**src/rtl/imm_gen_stage.sv**
```systemverilog
// Registered immediate-generator pipeline stage with a 2-entry skid buffer.
// Optional macro IMM_GEN_ILLEGAL_EN adds the out_illegal flag.
module imm_gen_stage #(
  parameter int XLEN = 32,
  parameter int PC_W = 32
) (
  input  logic            clk,
  input  logic            rst_n,
  input  logic            flush,
  input  logic            in_valid,
  output logic            in_ready,
  input  logic [31:0]     in_instr,
  input  logic [PC_W-1:0] in_pc,
  output logic            out_valid,
  input  logic            out_ready,
  output logic [XLEN-1:0] out_imm,
  output logic [2:0]      out_fmt,
  output logic [PC_W-1:0] out_target,
  output logic [31:0]     out_instr,
`ifdef IMM_GEN_ILLEGAL_EN
  output logic            out_illegal,
`endif
  output logic [PC_W-1:0] out_pc
);

  typedef enum logic [2:0] {
    FMT_NONE  = 3'd0,
    FMT_I     = 3'd1,
    FMT_S     = 3'd2,
    FMT_B     = 3'd3,
    FMT_U     = 3'd4,
    FMT_J     = 3'd5,
    FMT_SHAMT = 3'd6
  } fmt_e;

  typedef struct packed {
    logic [XLEN-1:0] imm;
    fmt_e            fmt;
    logic [PC_W-1:0] target;
    logic [31:0]     instr;
    logic [PC_W-1:0] pc;
`ifdef IMM_GEN_ILLEGAL_EN
    logic            illegal;
`endif
  } entry_t;

  logic [6:0]      opcode;
  logic [2:0]      funct3;
  logic [XLEN-1:0] imm_c;
  fmt_e            fmt_c;
  entry_t          new_c;

  assign opcode = in_instr[6:0];
  assign funct3 = in_instr[14:12];

  always_comb begin
    imm_c = '0;
    fmt_c = FMT_NONE;
    case (opcode)
      7'b0010011: begin
        if (funct3 == 3'b001 || funct3 == 3'b101) begin
          // An RV32 shift with instr[25] set has no legal encoding.
          if (XLEN == 64) begin
            fmt_c = FMT_SHAMT;
            imm_c = {{(XLEN-6){1'b0}}, in_instr[25:20]};
          end else if (!in_instr[25]) begin
            fmt_c = FMT_SHAMT;
            imm_c = {{(XLEN-5){1'b0}}, in_instr[24:20]};
          end
        end else begin
          fmt_c = FMT_I;
          imm_c = {{(XLEN-12){in_instr[31]}}, in_instr[31:20]};
        end
      end
      7'b0000011, 7'b1100111: begin
        fmt_c = FMT_I;
        imm_c = {{(XLEN-12){in_instr[31]}}, in_instr[31:20]};
      end
      7'b0100011: begin
        fmt_c = FMT_S;
        imm_c = {{(XLEN-12){in_instr[31]}}, in_instr[31:25], in_instr[11:7]};
      end
      7'b1100011: begin
        fmt_c = FMT_B;
        imm_c = {{(XLEN-12){in_instr[31]}}, in_instr[7], in_instr[30:25],
                 in_instr[11:8], 1'b0};
      end
      7'b1101111: begin
        fmt_c = FMT_J;
        imm_c = {{(XLEN-20){in_instr[31]}}, in_instr[19:12], in_instr[20],
                 in_instr[30:21], 1'b0};
      end
      7'b0110111, 7'b0010111: begin
        fmt_c = FMT_U;
        imm_c = {{(XLEN-31){in_instr[31]}}, in_instr[30:12], 12'b0};
      end
      default: begin
        imm_c = '0;
        fmt_c = FMT_NONE;
      end
    endcase
  end

  always_comb begin
    new_c        = '0;
    new_c.imm    = imm_c;
    new_c.fmt    = fmt_c;
    new_c.target = in_pc + PC_W'(imm_c);
    new_c.instr  = in_instr;
    new_c.pc     = in_pc;
`ifdef IMM_GEN_ILLEGAL_EN
    // Only R-type legitimately decodes to NONE; everything else landing there is illegal.
    new_c.illegal = (in_instr[1:0] != 2'b11) ||
                    ((fmt_c == FMT_NONE) && (opcode != 7'b0110011));
`endif
  end

  entry_t main_q, main_d, skid_q, skid_d;
  logic   main_valid_q, main_valid_d, skid_valid_q, skid_valid_d;
  logic   accept, drain;

  assign accept = in_valid && !skid_valid_q;
  assign drain  = main_valid_q && out_ready;

  always_comb begin
    main_d       = main_q;
    skid_d       = skid_q;
    main_valid_d = main_valid_q;
    skid_valid_d = skid_valid_q;
    if (flush) begin
      main_valid_d = 1'b0;
      skid_valid_d = 1'b0;
    end else if (drain) begin
      // Skid is older than any new input, so it always wins the refill.
      if (skid_valid_q) begin
        main_d       = skid_q;
        skid_valid_d = 1'b0;
      end else if (accept) begin
        main_d = new_c;
      end else begin
        main_valid_d = 1'b0;
      end
    end else if (accept) begin
      if (!main_valid_q) begin
        main_d       = new_c;
        main_valid_d = 1'b1;
      end else begin
        skid_d       = new_c;
        skid_valid_d = 1'b1;
      end
    end
  end

  always_ff @(posedge clk or negedge rst_n) begin
    if (!rst_n) begin
      main_q       <= '0;
      skid_q       <= '0;
      main_valid_q <= 1'b0;
      skid_valid_q <= 1'b0;
    end else begin
      main_q       <= main_d;
      skid_q       <= skid_d;
      main_valid_q <= main_valid_d;
      skid_valid_q <= skid_valid_d;
    end
  end

  assign in_ready   = !skid_valid_q;
  assign out_valid  = main_valid_q;
  assign out_imm    = main_q.imm;
  assign out_fmt    = main_q.fmt;
  assign out_target = main_q.target;
  assign out_instr  = main_q.instr;
  assign out_pc     = main_q.pc;
`ifdef IMM_GEN_ILLEGAL_EN
  assign out_illegal = main_q.illegal;
`endif

endmodule

```
**config.mk**
```make
export PLATFORM = sky130hd
export DESIGN_NAME = imm_gen_stage
export DESIGN_NICKNAME = d
export VERILOG_FILES = /design/src/rtl/imm_gen_stage.sv
export SDC_FILE = /design/constraint.sdc
export NUM_CORES = 1
export LEC_CHECK = 0
export CORE_AREA = 2 2 149 181
export DETAILED_ROUTE_END_ITERATION = 8
export DIE_AREA = 0 0 151 183
export GPL_TIMING_DRIVEN = 0
export PLACE_DENSITY = 0.75
export SYNTH_ARGS = -nofsm -noshare
export SYNTH_HDL_FRONTEND = slang
export SYNTH_SLANG_ARGS = --single-unit
```
**constraint.sdc**
```tcl
create_clock -name clk -period 5.2 [get_ports clk]
set_clock_uncertainty 0.1 [all_clocks]
set_input_delay 0.78 -clock clk [delete_from_list [all_inputs] [get_ports clk]]
set_output_delay 0.78 -clock clk [all_outputs]
set_load 0.01 [all_outputs]
```
==> flow_summary.yaml <==
synth:
  synth_compound_area_share_pct: 17.3
  yosys.area_share.simple_pct: 21.5
  yosysMostFrequentCell: "nand2_1"
  synthCells: 1521
  yosys.area.top_type: "dfrtp_1"
  ys_seq_area_share_pct: 51.7
  synth_edf_count: 0
  async_reset_ff_share_pct: 100
  synthTopCellsByArea: "dfrtp_1 52%, nand2_1 15%, a31oi_1 4.0%, nor2_1 4.0%, a21oi_1 3.7%"
  synthMuxAreaShare_pct: 0.157
  synth_commonest_cells: "517 x nand2_1, 264 x dfrtp_1, 135 x nor2_1, 95 x a21oi_1, 94 x o21ai_0"
  avgSynthCellArea_um2: 8.40
  syn-num-nets: 1622
  synth-seq-cells: 264
  syn_area_um2: 12800
  synthXorXnorAreaFrac_pct: 2.06
  synth_top_family_by_area: "simple AND/OR/NAND/NOR gates"
  yosysTopAreaCellShare_pct: 51.7
  ys_types: 56
  ys.flop_type: "dfrtp_1"
  ys_warn_count: 0
  synth-adder-area-share_pct: 3.19
power:
  power_frac_seq_pct: 46.4
  p_leak_nw: 7.66
  p_per_area_nw_per_um2: 350
  combPwrFrac_pct: 19.5
  vdd_drop_max_mv: 0.186
  p_int_mw: 4.08
  p_sw_mw: 1.57
  p_sw_share_pct: 27.8
  clkPwrFrac_pct: 34.2
clocking:
  clock_path_buffers: 3
  cts_tree: "built"
  cts.sinks: 264
  post-cts-setup-buffer-count: 0
  clk_pin_slew_ps: 60
  cts_buffers: 26
  htreeDepth: 1
  worst_skew_pair.late_latency_ps: 530
  clockRootBuffer: "clkbuf_16"
placed_design:
  io_buffers: 200
  placed_cells: 2058
  gp_congestion: 0.895
  dp_hpwl_um: 29200
  place_area_um2: 15300
sta:
  period_share_pct: 95.6
  min_period_ps: 4970
  rsz0062_at_grt: "false"
  hold_viol_final: 0
  finalSetupViolCount: 0
  tightest_slew_ps: 1220
  max_freq_ghz: 0.201
  relSlewSlack_pct: 17.8
  drv_slew: 0
setup_path:
  regToRegStartpoint: "out_valid"
  required_ps: 5520
  r2r_cells: 6
  critPathKind: "primary input to register"
  crit_arrival_ps: 5290
  reg2reg_slack_ps: 1920
  cp-end-kind: "register"
  cp_max_fo: 7
  r2r-end: "out_pc[29]"
  critPathLaunchType: "primary input"
finish:
  final_util_pct: 62.4
  area_growth_pct: 26.4
  multi_input_area_um2: 5670
  stdcell_count: 2106
  final_nets: 1852
  regArea_um2: 6610
  fin_area_um2: 16100
  n_fill_cell: 2253
  drive_above_1_share_pct: 4.97
  num_antenna_cells: 0
floorplan:
  rows: 65
  ioPinCount: 202
  die_area_um2: 27600
  initial_core_util_pct: 49.4
  core_area_um2: 25900
  die_width_um: 151
  die_y_um: 183
route:
  detail-route-antenna-nets: 0
  drc_errors: 0
  totalWireLength_um: 39400
  via_per_inst: 5.56
  wire_per_inst_um: 18.7
  initialDrtViolationCount: 951
  drt_first_pass_iters: 5
  num_vias: 11700
hold_path:
  min_path_type: "primary input to asynchronous set/reset pin"
run_status:
  run_status: "completed"
global_route:
  antenna_found_initial: 0
  grtUsageTotal_pct: 28.8
  grt-ovfl-total: 0
  grt_pass1_vias: 11400
  grt_max_degree: 111
  grt_pass1_wl_um: 61800
job:
  drv_cap: 0
## state kept, by name, summed over array words and instances, names as in the netlist
signal and cells:
out_imm 32, out_fmt 3, out_valid 1, out_pc 32, out_instr 32, out_target 32, skid_valid_q 1, skid_q 131
## layer usage
layer | wire, µm | up-vias | global-route usage, %
met4 | 1700 | 0 | 11.4
li1 | - | 5517 | -
met1 | 16000 | 5642 | 38.4
met5 | 0 | - | 0
met3 | 2890 | 82 | 3.98
met2 | 18800 | 458 | 47.6
## layout make-up
class / count / area share, %
Clock buffer: 40 / 4.86
Tap cell: 335 / 2.60
Buffer: 92 / 2.31
Sequential cell: 264 / 40.9
Multi-Input combinational cell: 1127 / 35.1
Timing Repair Buffer: 202 / 12.8
Clock inverter: 8 / 0.573
Inverter: 38 / 0.883
## logic make-up (layout without fill, tap and decap cells)
kind of cell | count (synthesis) | after routing
simple gates | 693 | 693
compound gates | 370 | 370
flops | 264 | 264
mux | 2 | 2
xor+xnor | 30 | 30
buf+inv | 130 | 380
fa+ha+maj | 32 | 32
## how the worst max path moves through the flow
stage / start / to / slack (ps) / cells after the start
global route: in_instr[0] / out_target[20] / 50 / 19
finish: in_instr[2] / out_target[20] / 230 / 19
global placement: rst_n / out_instr[23] / -7990 / 1
CTS: in_instr[4] / out_target[20] / 180 / 17
floorplan: in_instr[3] / out_target[20] / 980 / 18
detailed placement: in_instr[4] / out_target[20] / -360 / 17
## placed cells by master, fill, tap and decap left out, types with 6 or more instances in the layout
cell type        Yosys  final
nand2_1            517    517
a21o_1              20     20
clkdlybuf4s50_1      0    199
a21oi_1             95     95
and3_1              13     13
nor2_1             135    135
o21ai_0             94     93
clkbuf_16            0     27
a21oi_2             13     13
buf_1                7      7
a31oi_1             81     81
o21ai_1             28     29
buf_2                9      9
xnor2_1             14     14
inv_1               37     37
o21a_1               6      6
ha_1                31     31
clkbuf_1            73     80
xor2_1              16     16
clkbuf_8             0      6
dfrtp_1            264    264
## worst max-delay path: stages
cell             delay, ps
clkdlybuf4s50_1        560
nor2_1                 140
or4b_4                 490
a21o_4                 220
o21ai_1                150
o21ai_1                110
o21ai_1                320
ha_1                   320
inv_1                   80
fa_1                   410
nor2b_2                160
o2111ai_2              130
a21oi_1                270
nor2_1                 140
o41ai_4                310
a221oi_2               120
xor2_1                 260
o211ai_1               150
o21a_1                 150
## through the flow
| stage | total power, mW | setup WS, ps | TNS (ps) | hold slack [ps] |
|---|---|---|---|---|
| 2_1_floorplan | 3.12 | 979 | 0 | 342 |
| 3_5_place_dp | 3.75 | -357 | -1920 | 363 |
| 6_report | 5.65 | 231 | 0 | 62.8 |
| 3_3_place_gp | 3.71 | -7990 | -2104710 | 353 |
| 4_1_cts | 5.67 | 179 | 0 | 73.8 |
| 5_1_grt | 5.91 | 51.9 | 0 | 88.5 |
## power by group through the flow
stage / clock network, mW / logic (mW) / registers [mW]
global placement: 0 / 1.07 / 2.64
global route: 2.03 / 1.22 / 2.65
CTS: 1.95 / 1.11 / 2.62
finish: 1.93 / 1.10 / 2.62
detailed placement: 0 / 1.10 / 2.65
floorplan: 0 / 0.449 / 2.67
## timing repair
action / CTS / global route
gates resized for setup: 0 / 2
hold buffers: 0 / 0
setup endpoints to repair: 0 / 1
(Power assumes the default switching activity.)
